[src/rtl/bullet_sched.sv]
// Player bullet scheduler: turns fire presses into bullet spawns (with a
// frame-based cooldown) and moves every active bullet up once per frame by
// sweeping the slots one per cycle after each frame_tick.
//
// state  | meaning
// IDLE   | waiting for frame_tick; pending fire requests are serviced here
// UPDATE | sweeping slots 0..NUM_SLOTS-1, one slot per cycle
module bullet_sched #(
   parameter int NUM_SLOTS = 4,
   parameter int COOLDOWN  = 8,
   parameter int SPEED     = 4,
   parameter int SPAWN_Y   = 432,
   parameter int X_OFS     = 14
) (
   input  logic                    clk,
   input  logic                    rst,
   input  logic                    frame_tick,
   input  logic                    fire,
   input  logic [9:0]              paddle_x,
   input  logic                    hit_valid,
   input  logic [2:0]              hit_slot,
   output logic [NUM_SLOTS-1:0]    bullet_active,
   output logic [10*NUM_SLOTS-1:0] bullet_x,
   output logic [9*NUM_SLOTS-1:0]  bullet_y,
   output logic                    fire_accepted,
   output logic                    fire_dropped,
   output logic                    tick_overrun,
   output logic                    busy
);

   localparam int CW = (COOLDOWN < 2) ? 1 : $clog2(COOLDOWN + 1);

   typedef enum logic {IDLE, UPDATE} state_t;

   state_t         state, state_nxt;
   logic [2:0]     idx, idx_nxt;
   logic           fire_prev;
   logic           pending;
   logic [CW-1:0]  cooldown;

   logic           fire_rise;
   logic           req;
   logic           service;
   logic           spawn;
   logic           free_found;
   logic [2:0]     free_idx;
   logic [NUM_SLOTS-1:0] hit_mask;

   assign busy      = (state == UPDATE);
   assign fire_rise = fire & ~fire_prev;
   assign req       = pending | fire_rise;
   assign service   = (state == IDLE) & req;
   assign spawn     = service & (cooldown == '0) & free_found;

   // Lowest-index inactive slot is the spawn target.
   always_comb begin
      free_found = 1'b0;
      free_idx   = '0;
      for (int i = NUM_SLOTS - 1; i >= 0; i--) begin
         if (!bullet_active[i]) begin
            free_found = 1'b1;
            free_idx   = 3'(i);
         end
      end
   end

   // Collision clears only act on slots that are currently live; an index
   // past the last slot never matches.
   always_comb begin
      hit_mask = '0;
      for (int i = 0; i < NUM_SLOTS; i++) begin
         hit_mask[i] = hit_valid && (hit_slot == 3'(i)) && bullet_active[i];
      end
   end

   // State and sweep index registers.
   always_ff @(posedge clk or posedge rst) begin
      if (rst) begin
         state <= IDLE;
         idx   <= '0;
      end else begin
         state <= state_nxt;
         idx   <= idx_nxt;
      end
   end

   // Next-state: a frame_tick starts a sweep, the last slot ends it.
   always_comb begin
      state_nxt = state;
      idx_nxt   = idx;
      case (state)
         IDLE: begin
            idx_nxt = '0;
            if (frame_tick) state_nxt = UPDATE;
         end
         UPDATE: begin
            if (idx == 3'(NUM_SLOTS - 1)) begin
               state_nxt = IDLE;
               idx_nxt   = '0;
            end else begin
               idx_nxt = idx + 3'd1;
            end
         end
         default: begin
            state_nxt = IDLE;
            idx_nxt   = '0;
         end
      endcase
   end

   // Fire request tracking, cooldown down-counter and status pulses.
   always_ff @(posedge clk or posedge rst) begin
      if (rst) begin
         fire_prev     <= 1'b0;
         pending       <= 1'b0;
         cooldown      <= '0;
         fire_accepted <= 1'b0;
         fire_dropped  <= 1'b0;
         tick_overrun  <= 1'b0;
      end else begin
         fire_prev     <= fire;
         pending       <= service ? 1'b0 : req;
         fire_accepted <= spawn;
         fire_dropped  <= service & ~spawn;
         tick_overrun  <= frame_tick & (state == UPDATE);
         // A fresh spawn reloads the cooldown even if a tick lands on it.
         if (spawn)
            cooldown <= CW'(COOLDOWN);
         else if (frame_tick && cooldown != '0)
            cooldown <= cooldown - 1'b1;
      end
   end

   // Per-slot state: hit clear wins, then spawn (IDLE only), then movement.
   always_ff @(posedge clk or posedge rst) begin
      if (rst) begin
         bullet_active <= '0;
         bullet_x      <= '0;
         bullet_y      <= '0;
      end else begin
         for (int i = 0; i < NUM_SLOTS; i++) begin
            if (hit_mask[i]) begin
               bullet_active[i] <= 1'b0;
            end else if (spawn && free_idx == 3'(i)) begin
               bullet_active[i]  <= 1'b1;
               bullet_x[10*i +: 10] <= paddle_x + 10'(X_OFS);
               bullet_y[9*i +: 9]   <= 9'(SPAWN_Y);
            end else if (state == UPDATE && idx == 3'(i) && bullet_active[i]) begin
               if (bullet_y[9*i +: 9] < 9'(SPEED))
                  bullet_active[i] <= 1'b0;
               else
                  bullet_y[9*i +: 9] <= bullet_y[9*i +: 9] - 9'(SPEED);
            end
         end
      end
   end

endmodule

[config.mk]
export PLATFORM = sky130hd
export DESIGN_NAME = bullet_sched
export DESIGN_NICKNAME = d
export VERILOG_FILES = /design/src/rtl/bullet_sched.sv
export SDC_FILE = /design/constraint.sdc
export NUM_CORES = 1
export LEC_CHECK = 0
export CELL_PAD_IN_SITES_DETAIL_PLACEMENT = 2
export CELL_PAD_IN_SITES_GLOBAL_PLACEMENT = 2
export CORE_MARGIN = 5
export CORE_UTILIZATION = 33
export DETAILED_ROUTE_END_ITERATION = 10
export PLACE_DENSITY_LB_ADDON = 0.15
export REMOVE_ABC_BUFFERS = 1
export SETUP_SLACK_MARGIN = 0.2
export SLEW_MARGIN = 25
export SYNTH_ARGS = -nofsm -noshare
export SYNTH_HDL_FRONTEND = slang
export SYNTH_SLANG_ARGS = --single-unit
[constraint.sdc]
create_clock -name clk -period 8.4 [get_ports clk]
set_input_delay 2.1 -clock clk [delete_from_list [all_inputs] [get_ports clk]]
set_output_delay 2.1 -clock clk [all_outputs]
set_load 0.01 [all_outputs]
==> impl_summary.log, run 1 <==
[metrics] maximum clock frequency: 257 MHz
[metrics] worst-path cell chain: clkdlybuf4s50_1
[metrics] total power: 1.69 mW
[metrics] number of antenna-violating nets in the routed design: 0
[metrics] PostCTS Resize Cnt: 0
[metrics] clock input transition at the sequential cells of the worst setup and hold paths: 60 ps
[metrics] Post-CTS Setup Bufs: 0
[metrics] Max Cap Viol: 0
[metrics] Worst-Skew Late Latency: 350 ps
[metrics] Clock Skews: 10.9 ps
[metrics] status: completed
[metrics] Combinational Power Share: 0.368
[metrics] setup TNS: 0 ps
[metrics] number of antenna violations at the first check in global routing: 0
[metrics] largest stage delay on the critical path: 780 ps
[metrics] fraction of layout instances using a drive strength above 1: 0.0528
[metrics] drt wl/cell: 18.9 um
[metrics] synthesized area per cell: 9.94 um^2
[metrics] cell at the root of the clock tree: sky130_fd_sc_hd__clkbuf_16
[metrics] area overhead of the layout relative to synthesis: 32.9%
[metrics] sequential fraction of design power: 0.395
[metrics] Tcrit/Tclk final: 0.462
[metrics] leading cell types by total area after synthesis: sky130_fd_sc_hd__dfrtp_1 52%, sky130_fd_sc_hd__nand2_1 5.0%, sky130_fd_sc_hd__mux2i_1 4.6%
[metrics] maximum level of the CTS H-tree: 3
[metrics] crit path kind: flip-flop to output pin
[metrics] area inside the core boundary: 12,100 um^2
[metrics] capturing element type of the critical path: output pin
[metrics] starting density of the core: 0.339
[metrics] n_diodes: 0
[metrics] unrepaired setup endpoints after global routing: false
[metrics] net load switching power: 0.629 mW
[metrics] total power per unit cell area: 310 nW/um^2
[metrics] GRT Overall Usage: 0.183
[metrics] final count of negative-setup-slack endpoints: 0
[metrics] arrival time at the worst endpoint: 1780 ps
[metrics] quantity of I/O buffers inserted on ports: between 90 and 100
[metrics] overflow left after global routing: 0
[metrics] max-slew violations: 0
[metrics] worst supply voltage drop on vdd: approximately 0.00012 V
[metrics] pin count of the biggest net entering global routing: 44
[metrics] clock buffer depth: 2
[metrics] register-to-register setup slack: 5840 ps
[metrics] num ports: 102
[metrics] Worst-Margin Slew: between 800 and 900 ps
[metrics] Syn Inst Count: 413
[metrics] TritonCTS clock tree: yes
[metrics] number of synthesis warnings: 0
[metrics] flops & latches, synth: between 80 and 90
[metrics] Post-synth ARST share: 1.00
[metrics] end of the worst register-to-register path: bullet_y[34]
[metrics] CP top delay family: flip-flops
[metrics] die boundary width: 122 um
[metrics] Distinct cells, synth: 44
[metrics] wire length of the first global-routing pass: between 20,000 and 25,000 um
[metrics] DRT iter0 DRCs: 121
[metrics] leakage: 2.40 nW
[metrics] first-pass iteration count of the detailed router: 4
[metrics] Worst Path Buf+Inv: 1
[metrics] Startpoint Class: flip-flop
[metrics] detailed placer's ending HPWL: 9240 um
[metrics] termination of the worst setup path: busy
[metrics] type of the worst min-delay path: flip-flop to flip-flop
[metrics] number of CTS-inserted buffers: 9
[metrics] endpoint required time on the critical path: 6300 ps
[metrics] layout net count: approximately 540
[metrics] Synth top area share: 0.518
[metrics] number of flops mapped to enable cells by yosys: 0
[metrics] Core Rows: 40
[metrics] Netlist Area Pre-Place: 4110 um^2
[metrics] P_int: 1.06 mW
[metrics] area of the die: ~15,000 um^2
[metrics] cell count of the worst reg-to-reg path: 6
[metrics] wire length after detailed routing: 12,800 um
[metrics] critical path depth in cells: 1
[metrics] number of vias in the routed layout: 3,476
[metrics] Min Clock Period, post-route: just under 4000 ps
[metrics] CP startpoint: busy
[metrics] sequential share of the synthesized area: 0.518
[metrics] Final GP Congestion: approximately 0.81
[metrics] maximum net fanout on the critical path: 16
[metrics] height of the chip: 122 um
[metrics] startpoint of the worst register-to-register path: cooldown[0]
[metrics] vias in the first global route: ~4k
[metrics] Commonest cells post-synth: 85 x sky130_fd_sc_hd__dfrtp_1, 55 x sky130_fd_sc_hd__nand2_1, 38 x sky130_fd_sc_hd__o21ai_0
[metrics] most frequent cell after synthesis: sky130_fd_sc_hd__dfrtp_1
[metrics] via-per-instance ratio: 5.12
[metrics] Final Hold Violating Endpoints: 0
[metrics] hold_buf cts: 0
[metrics] clock tree sinks: 85
[metrics] relative contribution of the clock network to total power: 0.236
[metrics] cell at the slowest stage of the critical path: sky130_fd_sc_hd__dfrtp_1
[metrics] Slew headroom: 0.449
[metrics] Switching Share: 0.372
[metrics] most common flop cell mapped by yosys: sky130_fd_sc_hd__dfrtp_1
[metrics] most area-hungry cell type in the Yosys netlist: sky130_fd_sc_hd__dfrtp_1
[metrics] DR DRC count: 0
placed cells by master (no fill, tap or decap), types with 5 or more instances in the layout:
cell                              netlist  final
sky130_fd_sc_hd__clkbuf_16              0      9
sky130_fd_sc_hd__dfrtp_1               85     85
sky130_fd_sc_hd__a21oi_1               20     20
sky130_fd_sc_hd__nand2_1               55     55
sky130_fd_sc_hd__nor4_1                 5      5
sky130_fd_sc_hd__mux2i_1               19     19
sky130_fd_sc_hd__nand2b_1               8      8
sky130_fd_sc_hd__inv_1                 19     18
sky130_fd_sc_hd__ha_1                  10     10
sky130_fd_sc_hd__nand4_1               10     10
sky130_fd_sc_hd__nor3_1                16     16
sky130_fd_sc_hd__nor2_1                30     30
sky130_fd_sc_hd__o21ai_0               38     38
sky130_fd_sc_hd__nand3_1               15     15
sky130_fd_sc_hd__conb_1                 1      8
sky130_fd_sc_hd__nand3b_1               6      6
sky130_fd_sc_hd__clkdlybuf4s50_1        0     93
metal layers:
layer | wire (um) | up-vias | GRT usage | share of wire
met4 | 163 | 0 | 0.0511 | 0.013
met5 | 0 | - | 0 | 0
met2 | 6340 | 75 | 0.313 | 0.49
met3 | 648 | 13 | 0.0487 | 0.051
met1 | 5660 | 1776 | 0.228 | 0.44
li1 | - | 1612 | - | -
sequential cells by signal, indices dropped and copies added, names as in the netlist:
register and flops:
fire_accepted 1, bullet_active 4, pending 1, fire_prev 1
fire_dropped 1, idx 3, bullet_y 28, busy 1
tick_overrun 1, bullet_x 40, cooldown 4
metrics by stage:
step | std cells | utilization | instance area, um^2 | setup WS, ps | hold WS, ps
floorplan | 400 | - | 4000 | 4110 | 462
finish | 679 | 0.450 | 5460 | 4520 | 488
global placement | 664 | 0.427 | 5170 | 4320 | 465
CTS | 679 | 0.450 | 5460 | 4490 | 493
global route | 679 | 0.450 | 5460 | 4430 | 529
detailed placement | 664 | 0.427 | 5170 | 4210 | 475
power by group through the flow:
stage	Combinational [mW]	Sequential [mW]	Clock, mW
2_1_floorplan	0.268	0.684	0
3_3_place_gp	0.595	0.669	0
3_5_place_dp	0.625	0.674	0
4_1_cts	0.634	0.671	0.409
5_1_grt	0.691	0.692	0.429
6_report	0.622	0.668	0.399
how the worst min path moves through the flow:
stage / startpoint / to / slack [ps] / depth (start not counted)
after floorplan: idx[0] / idx[0] / 460 / 1
after global placement: bullet_x[19] / bullet_x[19] / 470 / 2
after detailed placement: bullet_x[16] / bullet_x[16] / 480 / 2
after CTS: bullet_x[16] / bullet_x[16] / 490 / 2
after global routing: bullet_x[16] / bullet_x[16] / 530 / 2
final: bullet_x[16] / bullet_x[16] / 490 / 2
logic make-up after synthesis:
| family | synth area share |
|---|---|
| flops | 0.518 |
| xor+xnor | 0.0171 |
| fa+ha+maj | 0.0305 |
| compound gates | 0.126 |
| buf+inv | 0.0491 |
| mux | 0.0518 |
| simple gates | 0.207 |
| other cells | 0.000913 |
final cells by class:
| class | instances | area, um^2 |
|---|---|---|
| clock inverters | 6 | 63.8 |
| multi-input cells | 296 | 1800 |
| repair buffers | 96 | 953 |
| well taps | 168 | 210 |
| clock buffers | 9 | 225 |
| inverters | 19 | 72.6 |
| flip-flops and latches | 85 | 2130 |
| fillers | 1321 | 6660 |
Power figures use the tool's default switching activity.
==> inputs of run 2 (changes only) <==
--- a/config.mk
+++ b/config.mk
@@ -8,7 +8,7 @@
 export CELL_PAD_IN_SITES_DETAIL_PLACEMENT = 2
 export CELL_PAD_IN_SITES_GLOBAL_PLACEMENT = 2
 export CORE_MARGIN = 5
-export CORE_UTILIZATION = 33
+export CORE_UTILIZATION = 30
 export DETAILED_ROUTE_END_ITERATION = 10
 export PLACE_DENSITY_LB_ADDON = 0.15
 export REMOVE_ABC_BUFFERS = 1
==> constraint.sdc (replaced) <==
create_clock -name clk -period 3.75 [get_ports clk]
set_input_delay 0.9375 -clock clk [delete_from_list [all_inputs] [get_ports clk]]
set_output_delay 0.9375 -clock clk [all_outputs]
set_load 0.01 [all_outputs]
==> run 2 against run 1 <==
Against the previous run:
- core utilization is 3.8 points lower
- count of clock-buffer cells in the layout stayed put
- routed wire length is 3.1% lower
- sequential share of layout area is 0.37 points lower
- sequential cell count stayed put
- first-iteration DRC count is 0.83% lower
- hold slack worse by 7.1 ps
- setup slack worse by 3500 ps
- global-route usage is 2.4 points lower
- critical endpoint unchanged
- highest routed layer unchanged
==> impl_summary.log, run 2 (same netlist as run 1, synthesis figures left out) <==
[metrics] unrepaired setup endpoints after global routing: false
[metrics] most flop-heavy register: bullet_x
[metrics] setup TNS: 0 ps (unchanged)
[metrics] Startpoint Class: flip-flop
[metrics] commonest non-fill, non-tap cell in the layout: sky130_fd_sc_hd__clkdlybuf4s50_1
[metrics] clock tree sinks: 85 (unchanged)
[metrics] TritonCTS clock tree: yes
[metrics] Min Clock Period, post-route: around 2800 ps
[metrics] area overhead of the layout relative to synthesis: 34.2%
[metrics] Worst-Margin Slew: 813 ps (-13.0 ps)
[metrics] Core Rows: 42 (+5.0%)
[metrics] overflow left after global routing: 0 (unchanged)
[metrics] Max Cap Viol: 0 (unchanged)
[metrics] worst-path cell chain: clkdlybuf4s50_1
[metrics] starting density of the core: 0.308 (-0.0314)
[metrics] clock buffer depth: 2 (unchanged)
[metrics] area of all placed cells without fillers: 5510 um^2 (+0.96%)
[metrics] n_diodes: 0 (unchanged)
[metrics] Fill cells: 1,455 (+10%)
[metrics] Tcrit/Tclk final: 0.741
[metrics] first-pass iteration count of the detailed router: 4 (unchanged)
[metrics] via-per-instance ratio: 4.98 (-2.7%)
[metrics] number of CTS-inserted buffers: 9 (unchanged)
[metrics] final count of negative-setup-slack endpoints: 0 (unchanged)
[metrics] multi-input combinational cell area: 1800 um^2 (unchanged)
[metrics] die boundary width: 127 um (+4.5%)
[metrics] type of the worst min-delay path: flip-flop to flip-flop
[metrics] Clock Skews: 7.75 ps (-3.15 ps)
[metrics] total power per unit cell area: 697 nW/um^2 (+130%)
[metrics] endpoint required time on the critical path: 2810 ps (-3490 ps)
[metrics] commonest non-fill, non-tap cells in the layout: 93 x sky130_fd_sc_hd__clkdlybuf4s50_1, 85 x sky130_fd_sc_hd__dfrtp_1, 55 x sky130_fd_sc_hd__nand2_1
[metrics] largest stage delay on the critical path: 820 ps (+40 ps)
[metrics] worst supply voltage drop on vdd: 0.000312 V (+160%)
[metrics] number of antenna-violating nets in the routed design: 0 (unchanged)
[metrics] number of vias in the routed layout: 3,431 (-1.3%)
[metrics] hold_buf cts: 0 (unchanged)
[metrics] layout net count: 536 (+0.19%)
[metrics] cell at the root of the clock tree: sky130_fd_sc_hd__clkbuf_16
[metrics] area inside the core boundary: 13,300 um^2 (+10%)
[metrics] pin count of the biggest net entering global routing: 45 (+2.3%)
[metrics] num ports: 102 (unchanged)
[metrics] CP top delay family: flip-flops
[metrics] quantity of I/O buffers inserted on ports: 93 (unchanged)
[metrics] crit path kind: flip-flop to output pin
[metrics] total area of sequential cells: 2130 um^2 (unchanged)
[metrics] DR DRC count: 0 (unchanged)
[metrics] Slew headroom: 0.458 (+0.00868)
[metrics] detailed placer's ending HPWL: 9100 um (-1.6%)
[metrics] fraction of layout instances using a drive strength above 1: 0.0565 (+0.00369)
[metrics] Final GP Congestion: 0.784 (-3.7%)
[metrics] number of flip-flops in the largest register: 40 (unchanged)
[metrics] maximum net fanout on the critical path: 16 (unchanged)
[metrics] Post-CTS Setup Bufs: 0 (unchanged)
[metrics] placed instance area: 5180 um^2 (+0.34%)
[metrics] arrival time at the worst endpoint: 1840 ps (+60 ps)
[metrics] maximum clock frequency: 360 MHz
[metrics] area of the die: 16,100 um^2 (+9.2%)
[metrics] capturing element type of the critical path: output pin
[metrics] PostCTS Resize Cnt: 0 (unchanged)
[metrics] status: completed
[metrics] maximum level of the CTS H-tree: 3 (unchanged)
[metrics] Final Hold Violating Endpoints: 0 (unchanged)
[metrics] DRT iter0 DRCs: 120 (-0.83%)
[metrics] max-slew violations: 0 (unchanged)
[metrics] cell at the slowest stage of the critical path: sky130_fd_sc_hd__dfrtp_1
[metrics] wire length after detailed routing: 12,400 um (-3.1%)
[metrics] clock input transition at the sequential cells of the worst setup and hold paths: 60 ps (about the same)
[metrics] vias in the first global route: 3,775 (-5.6%)
[metrics] leakage: 2.43 nW (+0.96%)
[metrics] Worst Path Buf+Inv: 1 (unchanged)
[metrics] Worst-Skew Late Latency: 350 ps (about the same)
[metrics] number of antenna violations at the first check in global routing: 0 (unchanged)
[metrics] wire length of the first global-routing pass: 20,100 um (-5.5%)
[metrics] height of the chip: 127 um (+4.5%)
[metrics] drt wl/cell: 18.0 um (-4.5%)
[metrics] GRT Overall Usage: 0.159 (-0.0237)
[metrics] Largest regs: bullet_x x40, bullet_y x28
-- run 2: layer usage --
metal	vias up	global-route usage	part of all wire
met1	1730	0.189	0.44
met4	0	0.0656	0.019
met3	13	0.0426	0.051
met2	72	0.273	0.49
met5	-	0	0
li1	1616	-	-
-- run 2: area by class of cell --
class	instances	area share
well taps	176	0.0400
inverters	19	0.0132
flip-flops and latches	85	0.386
multi-input cells	296	0.327
clock inverters	7	0.0179
clock buffers	9	0.0409
repair buffers	97	0.174
-- run 2: worst paths after layout --
kind | start | cells after the start | slack, ps | to
worst max-delay path | busy | 1 | 970 | busy
worst min-delay path | bullet_x[17] | 2 | 480 | bullet_x[17]
worst max register to register | cooldown[0] | 6 | 1210 | bullet_y[34]
worst min register to register | bullet_x[17] | 2 | 480 | bullet_x[17]
max in group asynchronous | rst | 3 | 2100 | bullet_y[31]
min in group asynchronous | rst | 2 | 810 | bullet_x[21]
-- run 2: power breakdown --
| part | leakage [nW] | total, mW | internal [mW] | switching, mW |
|---|---|---|---|---|
| sequential | 1.02 | 1.49 | 1.18 | 0.306 |
| clock | 0.156 | 0.976 | 0.587 | 0.389 |
| combinational | 1.25 | 1.38 | 0.677 | 0.698 |
-- run 2: stage by stage --
| stage | utilization | total power [mW] | hold WS (ps) | worst slack, ps | std cells |
|---|---|---|---|---|---|
| 2_1_floorplan | - | 2.13 | 462 | 619 | 400 |
| 3_3_place_gp | 0.388 | 2.84 | 463 | 791 | 673 |
| 3_5_place_dp | 0.388 | 2.90 | 474 | 697 | 673 |
| 4_1_cts | 0.413 | 3.92 | 488 | 943 | 689 |
| 5_1_grt | 0.413 | 4.11 | 524 | 883 | 689 |
| 6_report | 0.413 | 3.84 | 481 | 971 | 689 |
==> inputs of run 3 (changes only) <==
--- a/config.mk
+++ b/config.mk
@@ -8,7 +8,7 @@
 export CELL_PAD_IN_SITES_DETAIL_PLACEMENT = 2
 export CELL_PAD_IN_SITES_GLOBAL_PLACEMENT = 2
 export CORE_MARGIN = 5
-export CORE_UTILIZATION = 30
+export CORE_UTILIZATION = 27
 export DETAILED_ROUTE_END_ITERATION = 10
 export PLACE_DENSITY_LB_ADDON = 0.15
 export REMOVE_ABC_BUFFERS = 1
==> constraint.sdc (replaced) <==
create_clock -name clk -period 2.5 [get_ports clk]
set_input_delay 0.625 -clock clk [delete_from_list [all_inputs] [get_ports clk]]
set_output_delay 0.625 -clock clk [all_outputs]
set_load 0.01 [all_outputs]
==> run 3 against run 2 <==
Against the previous run:
- first-iteration DRC count grew 13%
- routed wire length grew 5.2%
- register-to-register slack lost 910 ps
- global-route usage shrank 0.45 points
- critical path depth grew 6
- clock skew shrank 2.2 ps
- sequential cell count is the same
- sequential power grew 48%
- combinational power grew 58%
- core utilization shrank 3.2 points
- sequential share of layout area shrank 1.4 points
- highest routed layer unchanged
==> impl_summary.log, run 3 (same netlist as run 1, synthesis figures left out) <==
[metrics] die boundary width: 133 um (+5.0%)
[metrics] area overhead of the layout relative to synthesis: 39.3%
[metrics] Max Cap Viol: 0 (unchanged)
[metrics] largest stage delay on the critical path: 450 ps (-370 ps)
[metrics] status: completed
[metrics] unrepaired setup endpoints after global routing: true
[metrics] cell count of the worst reg-to-reg path: 7 (+1)
[metrics] wire length of the first global-routing pass: 21,900 um (+8.6%)
[metrics] critical path depth in cells: 7 (+6)
[metrics] drt wl/cell: 18.1 um (+0.36%)
[metrics] Worst-Margin Slew: 684 ps (-129 ps)
[metrics] TritonCTS clock tree: yes
[metrics] utilization after layout: 0.380 (-0.0324)
[metrics] Slew headroom: 0.540 (+0.0820)
[metrics] post-layout instance count excluding filler cells: 722 (+4.8%)
[metrics] clock buffer depth: 2 (unchanged)
[metrics] type of the worst min-delay path: primary input to async pin
[metrics] relative contribution of the clock network to total power: 0.234 (-0.020)
[metrics] GRT Overall Usage: 0.155 (-0.00454)
[metrics] clock input transition at the sequential cells of the worst setup and hold paths: 70 ps (about the same)
[metrics] layout net count: 557 (+3.9%)
[metrics] most flop-heavy register: bullet_x
[metrics] detailed placer's ending HPWL: 9670 um (+6.3%)
[metrics] number of vias in the routed layout: 3,466 (+1.0%)
[metrics] Startpoint Class: flip-flop
[metrics] arrival time at the worst endpoint: 2450 ps (+610 ps)
[metrics] Min Clock Period, post-route: 2200 ps
[metrics] maximum clock frequency: 454 MHz
[metrics] Final Worst Setup Slack: 295 ps (-676 ps)
[metrics] n_diodes: 0 (unchanged)
[metrics] total power per unit cell area: 1000 nW/um^2 (+44%)
[metrics] Switching Share: 0.375 (+0.0120)
[metrics] num ports: 102 (unchanged)
[metrics] P_int: 3.59 mW (+47%)
[metrics] fraction of layout instances using a drive strength above 1: 0.0993 (+0.0427)
[metrics] net load switching power: 2.15 mW (+54%)
[metrics] Core Rows: 45 (+7.1%)
[metrics] smallest hold slack: 469 ps (-11.3 ps)
[metrics] Tcrit/Tclk final: 0.882
[metrics] number of antenna-violating nets in the routed design: 0 (unchanged)
[metrics] area inside the core boundary: 15,000 um^2 (+13%)
[metrics] maximum level of the CTS H-tree: 3 (unchanged)
[metrics] overflow left after global routing: 0 (unchanged)
[metrics] via-per-instance ratio: 4.80 (-3.6%)
[metrics] wire length after detailed routing: 13,100 um (+5.2%)
[metrics] Final GP Congestion: 0.794 (+1.2%)
[metrics] DRT iter0 DRCs: 135 (+13%)
[metrics] placed cell count: 704 (+4.6%)
[metrics] maximum net fanout on the critical path: 5 (-11)
[metrics] starting density of the core: 0.273 (-0.0345)
[metrics] Worst-Skew Late Latency: 350 ps (about the same)
[metrics] clock tree sinks: 85 (unchanged)
[metrics] Clock Skews: 5.57 ps (-2.18 ps)
[metrics] Combinational Power Share: 0.380 (+0.022)
[metrics] sequential fraction of design power: 0.385 (-0.003)
[metrics] number of antenna violations at the first check in global routing: 0 (unchanged)
[metrics] vias in the first global route: 3,948 (+4.6%)
[metrics] commonest non-fill, non-tap cell in the layout: sky130_fd_sc_hd__clkdlybuf4s50_1
[metrics] capturing element type of the critical path: flip-flop
[metrics] worst supply voltage drop on vdd: 0.000370 V (+19%)
[metrics] cell at the root of the clock tree: sky130_fd_sc_hd__clkbuf_16
[metrics] Largest regs: bullet_x x40, bullet_y x28
[metrics] cell at the slowest stage of the critical path: sky130_fd_sc_hd__or3b_4
[metrics] endpoint required time on the critical path: 2740 ps (-70 ps)
[metrics] area of the die: 17,800 um^2 (+10%)
[metrics] worst slack at placement: 41.0 ps (-656 ps)
[metrics] max-slew violations: 0 (unchanged)
[metrics] quantity of I/O buffers inserted on ports: 93 (unchanged)
[metrics] number of flip-flops in the largest register: 40 (unchanged)
[metrics] pin count of the biggest net entering global routing: 44 (-2.2%)
[metrics] CP top delay family: simple AND/OR/NAND/NOR gates
[metrics] commonest non-fill, non-tap cells in the layout: 93 x sky130_fd_sc_hd__clkdlybuf4s50_1, 85 x sky130_fd_sc_hd__dfrtp_1, 55 x sky130_fd_sc_hd__nand2_1
[metrics] number of CTS-inserted buffers: 9 (unchanged)
[metrics] height of the chip: 133 um (+5.0%)
[metrics] final count of negative-setup-slack endpoints: 0 (unchanged)
[metrics] first-pass iteration count of the detailed router: 4 (unchanged)
[metrics] Worst Path Buf+Inv: 3 (+2)
[metrics] DR DRC count: 0 (unchanged)
[metrics] leakage: 2.54 nW (+4.5%)
[metrics] crit path kind: flip-flop to flip-flop
[metrics] Final Hold Violating Endpoints: 0 (unchanged)
[metrics] worst-path cell chain: inv_1, ha_2, or3b_4, a2111oi_4, buf_6, buf_12, mux2_2
==> run 3: worst paths after layout <==
check / endpoint / start / slack (ps)
setup / recovery: bullet_x[21] / cooldown[0] / 300
setup reg to reg: bullet_x[21] / cooldown[0] / 300
hold / removal: bullet_x[3] / rst / 470
hold reg to reg: bullet_x[38] / bullet_x[38] / 490
max in group asynchronous: bullet_y[32] / rst / 1560
min in group clk: bullet_x[38] / bullet_x[38] / 490
==> run 3: what timing repair did <==
action | CTS | global route
pin swaps | 0 | 2
hold endpoints to repair | 0 | 0
buffers inserted | 0 | 2
hold buffers | 0 | 0
resized for setup | 1 | 2
setup endpoints to repair | 9 | 18
==> run 3: through the flow <==
stage / power (mW) / area, um^2 / setup TNS [ps]
5_1_grt: 6.18 / 5720 / 0
2_1_floorplan: 3.20 / 4000 / -27220
3_3_place_gp: 4.33 / 5390 / 0
3_5_place_dp: 4.44 / 5390 / 0
6_report: 5.73 / 5720 / 0
4_1_cts: 5.85 / 5680 / 0
==> run 3: worst reg2reg max path, delay by kind of cell, from the launching register on <==
kind,cells,cell delay (ps)
and+or+nand+nor,1,450
AOI/OAI and AO/OA,1,360
buffers and inverters,3,380
muxes,1,310
DFF,1,370
adders and majority gates,1,230
==> run 3: layer usage <==
layer,vias to the layer above,GRT usage,routed length (um)
li1,1659,-,-
met1,1726,0.182,5510
met2,70,0.254,6340
met3,11,0.0759,1070
met4,0,0.0377,138
met5,-,0,0
==> run 3: cell type report <==
cell class,instances,area [um^2]
multi-input cells,296,1810
inverters,19,72.6
fillers,1631,9320
clock inverters,5,42.5
well taps,188,235
flip-flops and latches,85,2130
clock buffers,11,253
repair buffers,118,1170
==> run 3: power groups by stage <==
stage                     logic (mW)  clock network [mW]  registers [mW]
after detailed placement        2.19                   0            2.24
final                           2.18                1.34            2.21
after CTS                       2.22                1.41            2.23
after global routing            2.41                1.47            2.30
after global placement          2.12                   0            2.21
after floorplan                0.900                   0            2.30
